<file path="src/rtl/aux_input_ctrl.sv">
// aux_input_ctrl: button synchronizer/debouncer, press-edge detection and a
// PAUSE/RUN/HALT controller that emits the registered core advance enable.
module aux_input_ctrl #(
  parameter int DebounceCntMax = 100000
) (
  input  logic       clk,
  input  logic       rst_n,
  input  logic       btn_run,
  input  logic       btn_step,
  input  logic       tick,
  input  logic       fast,
  input  logic       halt,
  output logic       en,
  output logic [1:0] state,
  output logic       running
);

  localparam int CntW = (DebounceCntMax > 1) ? $clog2(DebounceCntMax) : 1;
  localparam logic [CntW-1:0] CntLast = CntW'(DebounceCntMax - 1);

  typedef enum logic [1:0] {
    ST_PAUSE = 2'b00,
    ST_RUN   = 2'b01,
    ST_HALT  = 2'b10,
    ST_BAD   = 2'b11
  } state_e;

  // Bit 0 carries the run button, bit 1 the step button throughout.
  logic [1:0]      w_btn;
  logic [1:0]      r_sync1;
  logic [1:0]      r_sync2;
  logic [1:0]      r_db;
  logic [1:0]      r_db_q;
  logic [1:0]      r_press;
  logic [CntW-1:0] r_cnt [2];

  logic            r_halt;
  state_e          r_state;
  state_e          w_state_next;
  logic            w_en_next;
  logic            r_en;
  logic            r_running;

  logic            w_run_press;
  logic            w_step_press;
  logic            w_tk;

  assign w_btn        = {btn_step, btn_run};
  assign w_run_press  = r_press[0];
  assign w_step_press = r_press[1];
  assign w_tk         = fast | tick;

  // Two-flop synchronizer, per-button debounce counter and rising-edge press pulse.
  // NOTE: every register here, including the counter array, is reset so a
  // partially counted debounce is discarded the moment rst_n drops.
  always_ff @(posedge clk or negedge rst_n) begin
    if (!rst_n) begin
      r_sync1 <= '0;
      r_sync2 <= '0;
      r_db    <= '0;
      r_db_q  <= '0;
      r_press <= '0;
      for (int i = 0; i < 2; i++) begin
        r_cnt[i] <= '0;
      end
    end else begin
      // NOTE: non-blocking assignments make every flop sample the pre-edge
      // value, which is what gives the chain its one-cycle-per-stage latency.
      r_sync1 <= w_btn;
      r_sync2 <= r_sync1;
      r_db_q  <= r_db;
      r_press <= r_db & ~r_db_q;
      for (int i = 0; i < 2; i++) begin
        if (r_sync2[i] == r_db[i]) begin
          r_cnt[i] <= '0;
        end else if (r_cnt[i] == CntLast) begin
          r_db[i]  <= r_sync2[i];
          r_cnt[i] <= '0;
        end else begin
          r_cnt[i] <= r_cnt[i] + 1'b1;
        end
      end
    end
  end

  // Next state and next advance enable; halt is taken from its registered copy.
  always_comb begin
    // NOTE: defaults first so no path through the case leaves a value unassigned
    // (which would infer a latch).
    w_state_next = r_state;
    w_en_next    = 1'b0;
    case (r_state)
      ST_PAUSE: begin
        if (r_halt) begin
          w_state_next = ST_HALT;
        end else if (w_run_press) begin
          w_state_next = ST_RUN;
        end else if (w_step_press) begin
          w_en_next = 1'b1;
        end
      end
      ST_RUN: begin
        if (r_halt) begin
          w_state_next = ST_HALT;
        end else if (w_run_press) begin
          w_state_next = ST_PAUSE;
        end else begin
          w_en_next = w_tk;
        end
      end
      ST_HALT: begin
        w_state_next = ST_HALT;
      end
      default: begin
        w_state_next = ST_PAUSE;
      end
    endcase
  end

  // State register plus registered en/running outputs and halt capture.
  always_ff @(posedge clk or negedge rst_n) begin
    if (!rst_n) begin
      r_state   <= ST_PAUSE;
      r_en      <= 1'b0;
      r_running <= 1'b0;
      r_halt    <= 1'b0;
    end else begin
      r_state   <= w_state_next;
      r_en      <= w_en_next;
      r_running <= (w_state_next == ST_RUN);
      r_halt    <= halt;
    end
  end

  assign en      = r_en;
  assign state   = r_state;
  assign running = r_running;

endmodule
</file>
<file path="config.mk">
export PLATFORM = sky130hd
export DESIGN_NAME = aux_input_ctrl
export DESIGN_NICKNAME = d
export VERILOG_FILES = /design/src/rtl/aux_input_ctrl.sv
export SDC_FILE = /design/constraint.sdc
export NUM_CORES = 1
export LEC_CHECK = 0
export CAP_MARGIN = 10
export CORE_MARGIN = 3
export CORE_UTILIZATION = 60
export CTS_CLUSTER_DIAMETER = 30
export DETAILED_ROUTE_END_ITERATION = 16
export PLACE_DENSITY = 0.8
export REMOVE_ABC_BUFFERS = 1
export SLEW_MARGIN = 40
export SYNTH_ARGS = -nofsm -noshare
export SYNTH_HDL_FRONTEND = slang
export SYNTH_SLANG_ARGS = --single-unit
</file>
<file path="constraint.sdc">
create_clock -name clk -period 4.64 [get_ports clk]
set_clock_uncertainty 0.05 [all_clocks]
set_input_delay 0.928 -clock clk [delete_from_list [all_inputs] [get_ports clk]]
set_output_delay 0.928 -clock clk [all_outputs]
set_load 0.05 [all_outputs]
</file>
Yosys cells after proc, flatten, opt, wreduce, memory -nomap -nowiden
Index checks and enable logic that the tools add are counted.
{"block": "classes", "add_sub_neg": 2, "n_eq_ne": 7, "muxes": 15, "n_bitwise": 5, "reduce_logical": 3}
{"op": "17-bit two-way mux", "n": 4}
{"op": "17-bit by 1-bit adder with 17-bit output, second input constant", "n": 2}
{"op": "17-bit == test, second input constant", "n": 2}
{"op": "2-bit two-way mux", "n": 4}
{"op": "2-bit case mux with 3 select lines", "n": 1}
{"op": "1-bit two-way mux", "n": 5}
{"op": "2-bit by 1-bit == test with 1-bit output, second input constant", "n": 2}
{"op": "2-bit AND reduction", "n": 2}
{"op": "2-bit bitwise AND", "n": 1}
{"op": "1-bit == test", "n": 2}
{"op": "2-bit == test, second input constant", "n": 1}
{"op": "2-bit logical NOT", "n": 1}
{"op": "1-bit inverter", "n": 2}
{"op": "2-bit inverter", "n": 1}
{"op": "1-bit case mux with 2 select lines", "n": 1}
{"op": "1-bit OR", "n": 1}
{"block": "word_totals", "regBits": 49, "input_bits": 7, "output_inout_bits": 4, "elab_cells": 44}

Longest topological paths before layout
{"block": "depth", "ltp_word": 4, "depth_mapped": 6, "depth_no_buf": 5}

Worst setup path before layout
No wires, ideal clock.
{"block": "synth_timing", "kind": "reg2reg", "startpoint": "register r_cnt[19] (netlist bit)", "endpoint": "register r_cnt[32] (netlist bit)", "setup_time_ns": 0.078, "arrival_ns": 1.575, "required_ns": 4.512, "path_slack_ns": 2.937, "stages_incl_launch_ff": 5, "path_buffers": 0, "period_less_slack_ns": 1.703, "path_cell_list": "dfrtp_1 nand3_2 or3_4 or4_1 a21oi_1"}
{"block": "synth_between", "elab_chain_cells": 3, "word_cells_on_any_way": 4, "cone_classes": "add/sub: 1; eq/ne: 1; mux: 2"}
{"element": "start, declared", "line": "35", "text": "logic [CntW-1:0] r_cnt [2];"}
{"element": "start signal, assigned by index", "line": "80", "text": "r_cnt[i] <= r_cnt[i] + 1'b1;"}
{"element": "17-bit by 1-bit adder with 17-bit output or 17-bit == test (tied branches)", "line": "80, 76"}
{"element": "17-bit two-way mux (*)", "line": "76", "text": "end else if (r_cnt[i] == CntLast) begin"}
{"element": "17-bit two-way mux (*)", "line": "74", "text": "if (r_sync2[i] == r_db[i]) begin"}
Every way passes the cells marked *; elsewhere a longest branch is shown, timed or not.
A chain may end at the register's enable or synchronous reset.

Worst setup path after layout
{"block": "layout_timing", "startpoint": "register r_state[1], in the netlist state[1]", "endpoint": "output port state[1]"}
{"element": "start, declared", "line": "38", "text": "state_e r_state;"}
{"element": "start signal, assigned", "line": "128", "text": "r_state <= w_state_next;"}
{"element": "end, declared", "line": "14", "text": "output logic [1:0] state,"}
No word-level cell between the ends.

==> results.sh <==
export IMPL_status="finished clean"
export IMPL_startpoint="state[1]"
export IMPL_cts_root_buf="clkbuf_4"
export IMPL_grt_pass1_vias=1417
export IMPL_cp_required_ps=3660
export IMPL_synth_top_area_share=0.569
export IMPL_core_sq_um=3390
export IMPL_netlist_area_sq_um=2150
export IMPL_cts_resized_gates=0
export IMPL_max_freq_mhz=380
export IMPL_p_switching_uw=149
export IMPL_ys_seq_area_frac=0.569
export IMPL_hold_buffers=0
export IMPL_setup_slack_ps=2010
export IMPL_slowest_delay_ps=840
export IMPL_nets=222
export IMPL_total_leakage_power_nw=0.962
export IMPL_synth_top_family_by_area="simple AND/OR/NAND/NOR gates"
export IMPL_yosys_most_used_dff="dfrtp_1"
export IMPL_startpoint_type="flip-flop"
export IMPL_p_int_uw=514
export IMPL_synth_distinct_cells=29
export IMPL_min_period_over_period=0.567
export IMPL_avgSynthCellArea_sq_um=10.9
export IMPL_path_buf_inv=1
export IMPL_die_area_sq_um=4350
export IMPL_rows=21
export IMPL_synthMuxAreaShare=0.0105
export IMPL_start_util=0.636
export IMPL_vias_per_cell=5.85
export IMPL_crit_arrival_ps=1650
export IMPL_die_h_um=65.9
export IMPL_finalMaxSlewViolations=0
export IMPL_vias=1515
export IMPL_crit_cells=1
export IMPL_drv_cap=0
export IMPL_r2r_cells=4
export IMPL_clk_pin_slew_worst_paths_ps=130
export IMPL_finalNonFillerCells=259
export IMPL_grtUsageTotal=0.198
export IMPL_grt_overflow=0
export IMPL_path_delay_family="buffers and inverters"
export IMPL_synth_most_common_cell="dfrtp_1"
export IMPL_setup_viol=0
export IMPL_crit_chain="clkdlybuf4s50_1"
export IMPL_path_class="flip-flop to output pin"
export IMPL_synth_compound_area_frac=0.0105
export IMPL_tritoncts="built"
export IMPL_drt_wl_total_um=3640
export IMPL_grt_pass1_wl_um=6460
export IMPL_clockBufferDepth=2
export IMPL_yosys_area_share_simple=0.261
export IMPL_synth_top_area_cell="dfrtp_1"
export IMPL_p_seq_frac=0.663
export IMPL_netlist_instances=198
export IMPL_post_cts_repair_setup_buffers=0
export IMPL_place_inst=252
export IMPL_clk_latency_ps=360
export IMPL_synth_edf_count=0
export IMPL_swShare=0.225
export IMPL_drtAntennaViolNets=0
export IMPL_fin_crit_ps=2630
export IMPL_hold_viol=0
export IMPL_synthXorXnorAreaFrac=0.130
export IMPL_peakVddDrop_mv=0.202
export IMPL_drc=0
export IMPL_ys_warn_count=0
export IMPL_powerDensity_nw_per_um2=281
export IMPL_place_ws_ps=2420
export IMPL_hold_class="flip-flop to flip-flop"
export IMPL_antenna_found_initial=0
export IMPL_tightest_slew_ps=587
export IMPL_antenna_cells=0
export IMPL_power_frac_comb=0.038
export IMPL_cp_max_fo=6
export IMPL_crit_path_top_delay_cell="clkdlybuf4s50_1"
export IMPL_area_growth_pct=9.41
export IMPL_fin_setup_tns_ps=0
export IMPL_max_slew_margin=0.608
export IMPL_first_iter_violations=123
export IMPL_r2r_start="r_cnt[22]"
export IMPL_io_buffers=10
export IMPL_dp_hpwl_um=2550
export IMPL_synthAdderAreaFrac=0.0116
export IMPL_numCtsBuffers=5
export IMPL_synth_area_leaders="dfrtp_1 57%, xnor2_1 10%, nor2_1 5.9%, nand4_1 2.9%, nor4_1 2.9%"
export IMPL_ys_ff_latch=49
export IMPL_p_clk_frac=0.299
export IMPL_r2r_end="r_cnt[32]"
export IMPL_grt_max_degree=50
export IMPL_synth_common_cells="49 x dfrtp_1, 34 x nor2_1, 25 x xnor2_1"
export IMPL_wl_per_cell_um=14.1
export IMPL_dieWidth_um=65.9
export IMPL_r2r_slack_ps=2770
export IMPL_critPathCaptureType="output pin"
export IMPL_crit_path_end="state[1]"
export IMPL_clock_sinks=49
export IMPL_first_pass_iters=4
export IMPL_synthArstFlopShare=1.00
export IMPL_place_congestion=0.846
export IMPL_rsz0062_at_grt="false"
export IMPL_pin_count=11
export IMPL_cts_max_level=2
export IMPL_drive_gt1_frac=0.0657
placed cells by master, fill, tap and decap left out, types with 2 or more instances in the layout:
cell type	count
a21oi_1	2
and2_1	2
and3_1	2
and4b_1	2
clkbuf_4	5
clkdlybuf4s50_1	9
dfrtp_1	49
ha_1	2
inv_1	2
mux2_2	2
nand2_1	14
nand3_1	9
nand4_1	10
nor2_1	34
nor2b_1	2
nor3_1	9
nor4_1	10
nor4b_1	2
nor4bb_1	2
xnor2_1	25
xor2_1	7
cell type report:
cell class                      instances  area, sq um
Sequential cell                        49         1230
Fill cell                             250         1030
Multi-Input combinational cell        145          913
Timing Repair Buffer                   10         97.6
Tap cell                               46         57.6
Clock buffer                            7         55.1
Inverter                                2         7.51
per-stage QoR:
step,power [mW],cell area (sq um),utilization,hold WS [ps]
after floorplan,0.457,2150,-,281
after global placement,0.472,2300,0.678,286
after detailed placement,0.474,2300,0.679,293
after CTS,0.668,2360,0.695,321
after global routing,0.687,2360,0.695,336
final,0.663,2360,0.695,319
power groups by stage:
stage,clock (mW),sequential (mW),combinational (mW)
finish,0.198,0.440,0.0254
detailed placement,0,0.448,0.0260
global route,0.217,0.441,0.0291
global placement,0,0.447,0.0250
CTS,0.202,0.440,0.0263
floorplan,0,0.446,0.0102
cell families (layout without fill, tap and decap cells):
family,Yosys count,count (layout)
muxes,2,2
buffers and inverters,4,19
xor gates and xnor gates,32,32
and+or+nand+nor,105,105
AOI/OAI and AO/OA,4,4
adders and majority gates,2,2
DFF,49,49
per-layer routing:
metal  vias up  track usage  wire length, um
met1       752        0.282             1760
met3         8       0.0425              163
met5         -            0                0
met2        36        0.287             1640
met4         0       0.0933               75
li1        719            -                -
flip-flops by register name, summed over array words and instances (netlist names):
name,count
r_sync1,2
en,1
r_db,2
state,2
r_sync2,2
r_halt,1
r_db_q,2
running,1
r_cnt,34
r_press,2
worst min path at each step:
stage                     from         end  slack [ps]  depth (start not counted)
floorplan           r_sync1[0]  r_sync2[0]         280                          0
global placement    r_sync1[0]  r_sync2[0]         290                          0
detailed placement  r_sync1[0]  r_sync2[0]         290                          0
CTS                 r_sync1[0]  r_sync2[0]         320                          0
global route        r_sync1[0]  r_sync2[0]         340                          0
finish              r_sync1[0]  r_sync2[0]         320                          0
No activity file was read; power rests on OpenSTA's default activity.
